**src/rtl/muxed_dff_pipe.sv**
```systemverilog
// muxed_dff_pipe: a NUM_IN-way, WIDTH-bit select mux that feeds an elastic valid/ready register
// pipeline STAGES deep. The combinational mux output D stays visible for probing.
// Optional feature: define MUXREG_PARITY_EN to carry an even-parity bit with each stage and
// expose it on q_par.
module muxed_dff_pipe #(
   parameter int unsigned WIDTH  = 8,
   parameter int unsigned NUM_IN = 4,
   parameter int unsigned SEL_W  = 2,
   parameter int unsigned STAGES = 2
) (
   input  logic                    clk,
   input  logic                    rst,
   input  logic [NUM_IN*WIDTH-1:0] in_data,
   input  logic [SEL_W-1:0]        sel,
   input  logic                    in_valid,
   output logic                    in_ready,
   input  logic                    flush,
   output logic [WIDTH-1:0]        D,
   output logic [WIDTH-1:0]        Q,
   output logic                    q_valid,
   input  logic                    q_ready,
   output logic                    sel_err
`ifdef MUXREG_PARITY_EN
   ,
   output logic                    q_par
`endif
);

   logic [STAGES-1:0] v_q, v_d;
   logic [WIDTH-1:0]  data_q [STAGES];
   logic [WIDTH-1:0]  data_d [STAGES];
   logic              sel_err_q, sel_err_d;
   logic [STAGES-1:0] rdy;
   logic              sel_oob;
`ifdef MUXREG_PARITY_EN
   logic [STAGES-1:0] par_q, par_d;
`endif

   assign sel_oob = (32'(sel) >= NUM_IN);

   // Input select; out-of-range selects read as zero.
   always_comb begin
      D = '0;
      for (int unsigned k = 0; k < NUM_IN; k++) begin
         if (sel == SEL_W'(k)) begin
            D = in_data[k*WIDTH +: WIDTH];
         end
      end
   end

   // Ready chain: a stage can load if it is empty or everything downstream can move.
   always_comb begin
      logic acc;
      acc = q_ready;
      for (int i = int'(STAGES) - 1; i >= 0; i--) begin
         acc    = !v_q[i] || acc;
         rdy[i] = acc;
      end
   end

   // A beat offered during flush is dropped, so ready is masked.
   assign in_ready = rdy[0] && !flush;

   // Next-state for stage registers and the sticky select-error flag.
   always_comb begin
      v_d       = v_q;
      data_d    = data_q;
      sel_err_d = sel_err_q;
`ifdef MUXREG_PARITY_EN
      par_d     = par_q;
`endif
      if (flush) begin
         v_d = '0;
      end else begin
         if (rdy[0]) begin
            data_d[0] = D;
            v_d[0]    = in_valid;
`ifdef MUXREG_PARITY_EN
            par_d[0]  = ^D;
`endif
         end
         for (int i = 1; i < int'(STAGES); i++) begin
            if (rdy[i]) begin
               data_d[i] = data_q[i-1];
               v_d[i]    = v_q[i-1];
`ifdef MUXREG_PARITY_EN
               par_d[i]  = par_q[i-1];
`endif
            end
         end
      end
      if (in_valid && in_ready && sel_oob) begin
         sel_err_d = 1'b1;
      end
   end

   // State registers with synchronous reset taking priority over flush.
   always_ff @(posedge clk) begin
      if (rst) begin
         v_q       <= '0;
         sel_err_q <= 1'b0;
         for (int i = 0; i < int'(STAGES); i++) begin
            data_q[i] <= '0;
         end
`ifdef MUXREG_PARITY_EN
         par_q     <= '0;
`endif
      end else begin
         v_q       <= v_d;
         sel_err_q <= sel_err_d;
         data_q    <= data_d;
`ifdef MUXREG_PARITY_EN
         par_q     <= par_d;
`endif
      end
   end

   assign Q       = data_q[STAGES-1];
   assign q_valid = v_q[STAGES-1];
   assign sel_err = sel_err_q;
`ifdef MUXREG_PARITY_EN
   assign q_par   = par_q[STAGES-1];
`endif

endmodule
```
**config.mk**
```make
export PLATFORM = sky130hd
export DESIGN_NAME = muxed_dff_pipe
export DESIGN_NICKNAME = d
export VERILOG_FILES = /design/src/rtl/muxed_dff_pipe.sv
export SDC_FILE = /design/constraint.sdc
export NUM_CORES = 1
export LEC_CHECK = 0
export CORE_ASPECT_RATIO = 1.75
export CORE_MARGIN = 3
export CORE_UTILIZATION = 35
export CTS_CLUSTER_DIAMETER = 150
export CTS_CLUSTER_SIZE = 12
export DETAILED_ROUTE_END_ITERATION = 12
export GPL_TIMING_DRIVEN = 0
export PLACE_DENSITY = 0.78
export RECOVER_POWER = 50
export REMOVE_ABC_BUFFERS = 1
export SLEW_MARGIN = 10
export SYNTH_ARGS = -nofsm -noshare
export SYNTH_HDL_FRONTEND = slang
export SYNTH_SLANG_ARGS = --single-unit
```
**constraint.sdc**
```tcl
create_clock -name clk -period 2.41 [get_ports clk]
set_clock_uncertainty 0.15 [all_clocks]
set_input_delay 0.3615 -clock clk [delete_from_list [all_inputs] [get_ports clk]]
set_output_delay 0.3615 -clock clk [all_outputs]
set_load 0.01 [all_outputs]
```
-- Yosys cells after proc, flatten, opt, wreduce, memory -nomap -nowiden
Cells that the tools add are included.
- $add $sub $neg: 0
- $mul: 0
- div/mod/pow operators: 0
- magnitude comparators: 0
- eq/ne operators: 3
- shift operators: 0
- multiplexer cells: 4
- bitwise gates (word level): 1
- reductions and logical operators: 10
- operators with widths (kind ; count):
    8-bit 2-to-1 mux ; 4
    2-bit == test (second input constant) ; 2
    2-bit AND reduction ; 2
    1-bit zero test ; 3
    2-bit by 1-bit == test with 1-bit output (second input constant) ; 1
    2-bit zero test ; 1
    1-bit logical OR ; 2
    2-bit OR reduction ; 1
    1-bit logical AND ; 1
    1-bit NOT ; 1
- register bits after elaboration: 18
- bits in latches: 0
- bits in writable memories: 0
- memory bits (read-only): 0
- input bits: 39
- output and inout bits: 19
- word-level logic and storage cells: 22
- memories kept: 0

-- Logic depth before layout (Yosys ltp)
Gate-level depths: netlist (run 1).
- word-level depth: 5
- gate-level depth with buffers: 4
- gate-level depth less buffers: 3

-- Worst setup path after synthesis (run 1)
No wires, ideal clock.
- path kind: in2out
- from: input sel[0]
- to: output D[0]
- arrival: 1.039 ns
- slack: 0.859 ns
- stages: 2
- path through: buf_6 > mux4_2
- word-level cells in the longest chain between the ends: 5
- elaborated cells on any way between the ends: 8
- classes of those cells: eq/ne (3); mux (4); reduce/logical (1)
- RTL lines (what ; line ; text):
    from (decl) ; 14 ; input logic [SEL_W-1:0] sel,
    2-bit zero test ; 45 ; if (sel == SEL_W'(k)) begin
    8-bit 2-to-1 mux (3 in series) ; 45 ;
    8-bit 2-to-1 mux (*) ; 45 ;
    to (decl) ; 18 ; output logic [WIDTH-1:0] D,
Mark *: on every way between the ends. The rest lies on a longest branch, timed or not.

-- Worst setup path after layout (run 1)
- from: input sel[0]
- to: output D[7]
The elaborated chain is that of the path after synthesis.

==> impl_metrics.csv, run 1 <==
group,metric,value,unit
run_status,run_status,"complete, no violations",
clock_tree,clock_latency,0.25,ns
routing,viasPerCell,5.481,
yosys,synth_seq_cells,18,
pwr,comb_power_share,25.1,%
global_routing,grt_pass1_wl,3.732,mm
final_layout,final_nets,170,
timing,fin_crit,2.305,ns
placement,routabilityCongestion,0.6740,
yosys,syn_avg_cell_area,10.60,sq um
routing,route.detailed.drc,0,
timing,rsz0062_at_grt,"no",
global_routing,grt_max_degree,14,
die,dieArea,3243,sq um
yosys,synth_edf_count,0,
yosys,synth_area_leaders,"dfxtp_1, mux4_2, a22o_1, buf_4, a21oi_1",
final_layout,design_area,1439,sq um
min_path,hold_path_class,"reg2reg",
setup_path,worst_ep_arrival_time,1.79,ns
global_routing,grt_pass1_vias,882,
setup_path,path_class,"in2out",
timing,min_period_over_period,95.64,%
yosys,ys_types,18,
timing,slew_violations,0,
die,ioPinCount,58,
global_routing,antenna_found_initial,0,
clock_tree,cts.sinks,18,
clock_tree,htree_levels,1,
clock_tree,cts-buffers-inserted,3,
yosys,yosys.cell_count.top_type,"dfxtp_1",
final_layout,synthToLayoutAreaGrowth,59.72,%
final_layout,multi_input_area,441.7,sq um
routing,routed_wirelength,2.285,mm
placement,place_area,1395,sq um
die,rows,23,
clock_tree,cts_tree,"done",
yosys,synthArstFlopShare,0,%
pwr,p_sw_share,23.11,%
final_layout,fillers,209,
clock_tree,cts_root_buf,"clkbuf_8",
timing,setup_viol,0,
clock_tree,postCtsHoldBufs,0,
timing,tightestPinTransition,0.5346,ns
pwr,vdd_ir_drop_max,0.2572,mV
yosys,synth_top_area_share,40.00,%
pwr,seqPwrFrac,45.7,%
routing,dr_total_vias,844,
timing,maxSlewHeadroom,64.21,%
die,core,2360,sq um
setup_path,worst_setup_path_start_kind,"primary input",
final_layout,n_antenna_cell,0,
timing,hold_violations,0,
pwr,power.density,490.5,nW/um^2
global_routing,use_met3,7.407,%
pwr,cellInternalPower,0.5427,mW
setup_path,path_max_fanout,8,
die,die_w,44.35,microns
yosys,syn_area,900.9,sq um
die,die-height,73.12,microns
global_routing,overflow,0,
pwr,p_switching,0.1631,mW
pwr,power,0.7058,mW
global_routing,grt_use_total,15.60,%
placement,portBuffers,56,
routing,ant_nets,0,
placement,hpwl,1.963,mm
setup_path,worstSetupEndpointType,"output port",
yosys,yosys-top-cells-count,"dfxtp_1, a21oi_1, buf_4",
routing,dr.pass1.iters,3,
global_routing,grt_util_met2,28.25,%
pwr,p_clk_share,29.2,%
global_routing,grt-busiest-layer,"met2",
routing,wl_per_cell,14.84,microns
global_routing,grtUsageMet1,13.49,%
yosys,netlist_instances,85,
timing,fmax,0.4339,GHz
routing,dr.first_iter.drc_count,6,
yosys,synth-seq-area-share,40.00,%
pwr,p_leak,0.5339,nW
yosys,netlist.top_cell.by_area,"dfxtp_1",
yosys,yosys_warnings,0,
clock_tree,path_clk_slew,0.06,ns
final_layout,seq_area,360.3,sq um
clock_tree,cts.path.max_buffers,2,
final_layout,layout-drive-gt1-share,11.63,%
yosys,ys.flop_type,"dfxtp_1",
die,start_util,38.18,%
setup_path,cp.required,1.90,ns
run,maxCapViolations,0,
[kinds of logic (layout without fill, tap and decap cells)]
kind of cell / Yosys count / count (layout) / synth area share [%]
compound gates: 27 / 27 / 18.75
other cells: 1 / 1 / 0.4163
simple gates: 15 / 15 / 9.584
mux: 8 / 8 / 20.00
flops: 18 / 18 / 40.00
buf+inv: 16 / 60 / 11.25
[final timing paths]
check | from | end | slack [ns] | cells past startpoint
hold reg to reg | data_q[11] | Q[3] | 0.32 | 2
setup reg to reg | v_q[0] | data_q[11] | 1.01 | 3
setup / recovery | sel[0] | D[7] | 0.11 | 3
hold / removal | data_q[11] | Q[3] | 0.32 | 2
[layout by cell type, fill, tap and decap left out]
cell type / synthesis / final
clkdlybuf4s50_1: 0 / 45
dfxtp_1: 18 / 18
a21oi_1: 10 / 10
dlygate4sd3_1: 0 / 9
mux4_2: 8 / 8
a22o_1: 8 / 8
nand3_1: 8 / 8
o21ai_0: 8 / 8
clkbuf_8: 0 / 3
nor3_1: 2 / 2
nor2b_2: 0 / 1
nand3b_1: 1 / 1
nor3b_2: 1 / 1
clkinv_1: 1 / 1
a21oi_2: 1 / 1
nand2b_1: 1 / 1
nor2_1: 1 / 1
conb_1: 1 / 1
clkdlybuf4s15_2: 0 / 1
dlygate4sd2_1: 0 / 1
[metrics by stage]
stage	instances	TNS [ns]	hold WS, ns	utilization (%)	setup slack (ns)
floorplan	70	0	0.2806	-	0.9422
global placement	151	-2.913	0.3069	59.12	-0.3661
detailed placement	151	-3.077	0.3130	59.12	-0.3893
CTS	154	0	0.3253	60.98	0.08149
global route	154	0	0.3330	60.98	0.01078
finish	154	0	0.3204	60.98	0.1051
[registers in the layout, summed over array words and instances (netlist names)]
register	flops
v_q	2
data_q	8
Q	8
[worst max-delay path: stages]
cell,delay [ns]
clkdlybuf4s15_2,0.36
mux4_2,0.57
clkdlybuf4s50_1,0.51
[cell type report]
type | instances | area share, %
multi-input combinational | 51 | 30.70
clock buffer | 3 | 2.870
tap | 25 | 2.174
sequential | 18 | 25.04
timing repair buffer | 56 | 38.96
inverter | 1 | 0.2609
[metal layers]
metal,share of wire [%],up-vias
li1,-,403
met1,33,381
met2,51,55
met3,14,5
met4,2.3,0
met5,0,-
[power by group through the flow]
stage | Clock [mW] | Combinational (mW) | Sequential (mW)
2_1_floorplan | 0 | 0.0600 | 0.330
3_3_place_gp | 0 | 0.178 | 0.328
3_5_place_dp | 0 | 0.181 | 0.329
4_1_cts | 0.205 | 0.182 | 0.323
5_1_grt | 0.215 | 0.191 | 0.324
6_report | 0.206 | 0.177 | 0.322
[repair_timing]
| item | in CTS | in global routing |
|---|---|---|
| gates resized for setup | 5 | 0 |
| endpoints found under the hold margin | 0 | 0 |
| endpoints found under the setup margin | 9 | 0 |
| setup buffers | 0 | 0 |
Power figures use the tool's default switching activity.
==> inputs of run 2 (changes only) <==
--- a/config.mk
+++ b/config.mk
@@ -5,8 +5,8 @@
 export SDC_FILE = /design/constraint.sdc
 export NUM_CORES = 1
 export LEC_CHECK = 0
+export CAP_MARGIN = 20
 export CORE_ASPECT_RATIO = 1.75
-export CORE_MARGIN = 3
 export CORE_UTILIZATION = 35
 export CTS_CLUSTER_DIAMETER = 150
 export CTS_CLUSTER_SIZE = 12
@@ -19,3 +19,4 @@
 export SYNTH_ARGS = -nofsm -noshare
 export SYNTH_HDL_FRONTEND = slang
 export SYNTH_SLANG_ARGS = --single-unit
+export TNS_END_PERCENT = 5
==> impl_metrics.csv, run 2 (synthesis gave the netlist of run 1 again) <==
group,metric,value,unit
routing,wl_per_cell,13.66,microns
pwr,seqPwrFrac,43.7,%
setup_path,path_class,"in2out",
clock_tree,cts.path.max_buffers,2,
run,maxCapViolations,0,
routing,dr_total_vias,847,
clock_tree,cts_setup_buffers,0,
min_path,hold_start,"Q[0]",
die,start_util,36.59,%
setup_path,timing.rr.end,"data_q[10]",
setup_path,regToRegSetupSlack,1.03,ns
timing,slew_violations,0,
pwr,power.density,507.9,nW/um^2
setup_path,path_max_fanout,8,
global_routing,grt_pass1_vias,825,
setup_path,cp.required,1.90,ns
pwr,p_switching,0.1622,mW
setup_path,worst_ep_arrival_time,1.80,ns
global_routing,grt_pass1_wl,3.408,mm
global_routing,antenna_found_initial,0,
routing,dr.pass1.iters,4,
routing,dr.first_iter.drc_count,8,
global_routing,overflow,0,
global_routing,grt_use_total,17.52,%
pwr,p_leak,0.5413,nW
die,die_w,40.35,microns
timing,fin_crit,2.313,ns
clock_tree,htree_levels,1,
routing,met3_length,269,microns
die,core,2462,sq um
clock_tree,cts.sinks,18,
placement,portBuffers,56,
min_path,min_to,"Q[0]",
final_layout,n_antenna_cell,0,
timing,tightestPinTransition,0.5069,ns
placement,hpwl,1.790,mm
routing,drt-met1-wl,672,microns
clock_tree,cts_tree,"done",
timing,min_period_over_period,95.99,%
routing,routed_wirelength,2.131,mm
clock_tree,cts_root_buf,"clkbuf_8",
die,die-height,69.12,microns
final_layout,final_nets,170,
setup_path,reg2reg_depth,3,
die,rows,24,
pwr,cellInternalPower,0.5762,mW
routing,top_layer,"met4",
routing,viasPerCell,5.429,
timing,setup_viol,0,
placement,placedCellCount,152,
setup_path,crit_start,"sel[0]",
run_status,run_status,"complete, no violations",
final_layout,final_common_cell,"clkdlybuf4s50_1",
timing,maxSlewHeadroom,66.06,%
pwr,p_clk_share,32.4,%
final_layout,synthToLayoutAreaGrowth,61.39,%
routing,route.detailed.drc,0,
clock_tree,cts-buffers-inserted,3,
global_routing,grt_max_degree,14,
clock_tree,path_clk_slew,0.06,ns
setup_path,worst_setup_path_start_kind,"primary input",
setup_path,worstSetupEndpointType,"output port",
final_layout,final_cell_count_no_fill,156,
min_path,hold_depth,2,
pwr,vdd_ir_drop_max,0.3071,mV
die,ioPinCount,58,
placement,routabilityCongestion,0.7092,
setup_path,worstReg2RegStart,"v_q[0]",
final_layout,layout-drive-gt1-share,12.31,%
clock_tree,clock_latency,0.25,ns
timing,rsz0062_at_grt,"no",
pwr,comb_power_share,23.9,%
final_layout,layout_common_cells,"clkdlybuf4s50_1, dfxtp_1, a21oi_1, dlygate4sd3_1",
pwr,p_sw_share,21.97,%
routing,met2WireLength,1.168,mm
timing,finalSetupTns,0,ns
routing,ant_nets,0,
timing,fmax,0.4323,GHz
min_path,hold_path_class,"reg2reg",
die,dieArea,2789,sq um
timing,hold_violations,0,
-- run 2: changes by cell type in the layout (fill, tap and decap cells not counted), sizes merged --
cell	delta
dlygate4sd3	+1
clkdlybuf4s50	-1
clkbuf	+1
-- run 2: worst max-delay path by stage --
| stage | slack, ns | end |
|---|---|---|
| 3_5_place_dp | -0.39 | D[5] |
| 2_1_floorplan | 0.94 | in_ready |
| 6_report | 0.1 | D[2] |
| 3_3_place_gp | -0.38 | D[5] |
| 4_1_cts | 0.08 | D[5] |
| 5_1_grt | 0.01 | D[5] |
-- run 2: per-stage QoR --
step | power (mW) | utilization (%) | cell area (sq um) | setup slack [ns] | hold slack (ns)
global route | 0.7707 | 59.04 | 1454 | 0.01122 | 0.3396
CTS | 0.7448 | 59.04 | 1454 | 0.08099 | 0.3233
global placement | 0.5061 | 56.71 | 1396 | -0.3813 | 0.3071
finish | 0.7384 | 59.04 | 1454 | 0.09671 | 0.3219
floorplan | 0.3896 | - | 803.3 | 0.9422 | 0.2806
detailed placement | 0.5098 | 56.71 | 1396 | -0.3921 | 0.3136
-- run 2: layout make-up --
cell class	instances	area (sq um)
fill	235	1008
multi-input combinational	51	441.7
inverter	1	3.754
tap	26	32.53
sequential	18	360.3
timing repair buffer	56	560.5
clock buffer	4	55.05
-- run 2: per-layer routing --
metal  vias to the layer above  GRT usage [%]
met2                        53          29.45
li1                        399              -
met1                       393          17.34
met4                         0          5.556
met3                         2          8.682
met5                         -              0
-- run 2: timing repair --
action / CTS / global route
gates resized for setup: 5 / 0
setup endpoints to repair: 9 / 0
hold buffers: 0 / 0
-- run 2: worst max-delay path, cell delays in order --
cell and delay (ns):
clkdlybuf4s15_2 0.36, mux4_2 0.58, clkdlybuf4s50_1 0.50
-- run 2: power by group through the flow --
| stage | Clock (mW) | Sequential [mW] | Combinational (mW) |
|---|---|---|---|
| floorplan | 0 | 0.330 | 0.0600 |
| global placement | 0 | 0.329 | 0.177 |
| detailed placement | 0 | 0.329 | 0.180 |
| CTS | 0.241 | 0.323 | 0.181 |
| global route | 0.254 | 0.324 | 0.192 |
| finish | 0.239 | 0.322 | 0.177 |
==> inputs of run 3 (changes only) <==
--- a/config.mk
+++ b/config.mk
@@ -6,13 +6,15 @@
 export NUM_CORES = 1
 export LEC_CHECK = 0
 export CAP_MARGIN = 20
+export CELL_PAD_IN_SITES_DETAIL_PLACEMENT = 1
+export CELL_PAD_IN_SITES_GLOBAL_PLACEMENT = 1
 export CORE_ASPECT_RATIO = 1.75
-export CORE_UTILIZATION = 35
+export CORE_UTILIZATION = 27
 export CTS_CLUSTER_DIAMETER = 150
 export CTS_CLUSTER_SIZE = 12
 export DETAILED_ROUTE_END_ITERATION = 12
 export GPL_TIMING_DRIVEN = 0
-export PLACE_DENSITY = 0.78
+export PLACE_DENSITY_LB_ADDON = 0.1
 export RECOVER_POWER = 50
 export REMOVE_ABC_BUFFERS = 1
 export SLEW_MARGIN = 10
==> constraint.sdc (replaced) <==
create_clock -name clk -period 2.41 [get_ports clk]
set_clock_uncertainty 0.15 [all_clocks]
set_input_delay 0.241 -clock clk [delete_from_list [all_inputs] [get_ports clk]]
set_output_delay 0.241 -clock clk [all_outputs]
set_load 0.01 [all_outputs]
==> impl_metrics.csv, run 3 (synthesis gave the netlist of run 1 again) <==
group,metric,value,unit
setup_path,cp_num_buf_inv,2,
pwr,cellInternalPower,0.5426,mW
global_routing,grt_max_degree,14,
timing,maxSlewHeadroom,58.28,%
global_routing,grt_pass1_vias,882,
run_status,run_status,"complete, no violations",
setup_path,crit_family,"buffers and inverters",
setup_path,worstSetupEndpointType,"output port",
die,die_w,45.67,microns
die,core,3176,sq um
routing,wl_per_cell,13.34,microns
pwr,power,0.7015,mW
pwr,vdd_ir_drop_max,0.1656,mV
run,maxCapViolations,0,
timing,rsz0062_at_grt,"no",
min_path,hold_path_class,"reg2reg",
setup_path,worst_setup_path_start_kind,"primary input",
die,die-height,78.41,microns
routing,dr_total_vias,841,
clock_tree,path_clk_slew,0.06,ns
final_layout,n_antenna_cell,0,
timing,hold_violations,0,
clock_tree,clock_latency,0.25,ns
placement,routabilityCongestion,0.7045,
timing,setup_viol,0,
clock_tree,cts_setup_buffers,0,
setup_path,cp.required,2.02,ns
global_routing,grt_use_total,14.71,%
timing,fin_crit,2.262,ns
setup_path,crit_chain,"dlygate4sd2_1 -> mux4_2 -> clkdlybuf4s50_1",
pwr,p_sw_share,22.66,%
timing,tightestPinTransition,0.6245,ns
timing,slew_violations,0,
clock_tree,cts-buffers-inserted,3,
final_layout,layout-drive-gt1-share,10.08,%
global_routing,grt_pass1_wl,3.815,mm
routing,dr.pass1.iters,3,
setup_path,cp_slowest_cell,"mux4_2",
final_layout,design_area,1458,sq um
clock_tree,cts.sinks,18,
global_routing,overflow,0,
die,rows,27,
routing,viasPerCell,4.890,
pwr,seqPwrFrac,45.9,%
final_layout,final_cell_count_no_fill,172,
setup_path,path_max_fanout,8,
global_routing,antenna_found_initial,0,
clock_tree,cts.path.max_buffers,2,
clock_tree,cts_root_buf,"clkbuf_8",
timing,fmax,0.4421,GHz
die,start_util,28.37,%
pwr,p_clk_share,28.9,%
final_layout,layout_common_cells,"clkdlybuf4s50_1, dfxtp_1, a21oi_1, dlygate4sd3_1",
die,ioPinCount,58,
pwr,p_switching,0.1590,mW
placement,placedCellCount,169,
pwr,comb_power_share,25.2,%
final_layout,final_common_cell,"clkdlybuf4s50_1",
pwr,p_leak,0.5333,nW
setup_path,path_class,"in2out",
routing,ant_nets,0,
routing,dr.first_iter.drc_count,9,
setup_path,critPathMaxStageDelay,0.59,ns
setup_path,worst_ep_arrival_time,1.87,ns
placement,hpwl,1.985,mm
clock_tree,cts_tree,"done",
placement,place_area,1418,sq um
die,dieArea,3581,sq um
placement,portBuffers,56,
timing,min_period_over_period,93.85,%
clock_tree,htree_levels,1,
pwr,power.density,481.3,nW/um^2
routing,route.detailed.drc,0,
final_layout,final_nets,170,
routing,routed_wirelength,2.295,mm
final_layout,synthToLayoutAreaGrowth,61.81,%
[run 3: changes by cell type in the layout (fill, tap and decap cells not counted), sizes merged]
cell,previous run,this run
clkbuf,4,3
clkdlybuf4s15,1,0
clkdlybuf4s50,44,45
[run 3: metal layers]
| layer | track usage (%) | vias up | part of all wire (%) |
|---|---|---|---|
| met2 | 24.14 | 52 | 53 |
| met1 | 15.65 | 384 | 34 |
| met4 | 8.182 | 0 | 2.3 |
| met5 | 0 | - | 0 |
| met3 | 4.828 | 6 | 11 |
| li1 | - | 399 | - |
[run 3: final timing paths]
kind         startpoint   end  slack (ns)  depth (start not counted)
max              sel[0]  D[6]        0.15                          3
min                Q[0]  Q[0]        0.32                          2
max reg2reg      v_q[1]  Q[3]        0.95                          3
min reg2reg        Q[0]  Q[0]        0.32                          2
[run 3: cell type report]
| cell class | count | area (sq um) |
|---|---|---|
| Fill cell | 368 | 1718 |
| Timing Repair Buffer | 56 | 559.3 |
| Multi-Input combinational cell | 51 | 439.2 |
| Sequential cell | 18 | 360.3 |
| Tap cell | 43 | 53.80 |
| Clock buffer | 3 | 41.29 |
| Inverter | 1 | 3.754 |
[run 3: timing repair]
item,4_1_cts,5_1_grt
hold buffers,0,0
endpoints found under the setup margin,8,0
gates resized for setup,1,0
[run 3: worst register-to-register path, delay by kind of cell (launching register included)]
kind / cells / cell delay [ns]
AO/OA/AOI/OAI: 2 / 0.34
flip-flops: 1 / 0.36
AND/OR/NAND/NOR: 1 / 0.54
[run 3: metrics by stage]
step / hold WS (ns) / TNS [ns] / util (%) / setup WS, ns
floorplan: 0.1601 / 0 / - / 1.063
global placement: 0.3078 / -1.025 / 44.64 / -0.1298
detailed placement: 0.3102 / -1.200 / 44.64 / -0.1615
CTS: 0.3263 / 0 / 45.90 / 0.1087
global route: 0.3437 / 0 / 45.90 / 0.02953
finish: 0.3213 / 0 / 45.90 / 0.1481
[run 3: power by group through the flow]
stage	clock (mW)	combinational (mW)	sequential (mW)
final	0.203	0.177	0.322
after global routing	0.218	0.192	0.324
after CTS	0.209	0.183	0.322
after detailed placement	0	0.182	0.329
after global placement	0	0.178	0.328
after floorplan	0	0.0600	0.330
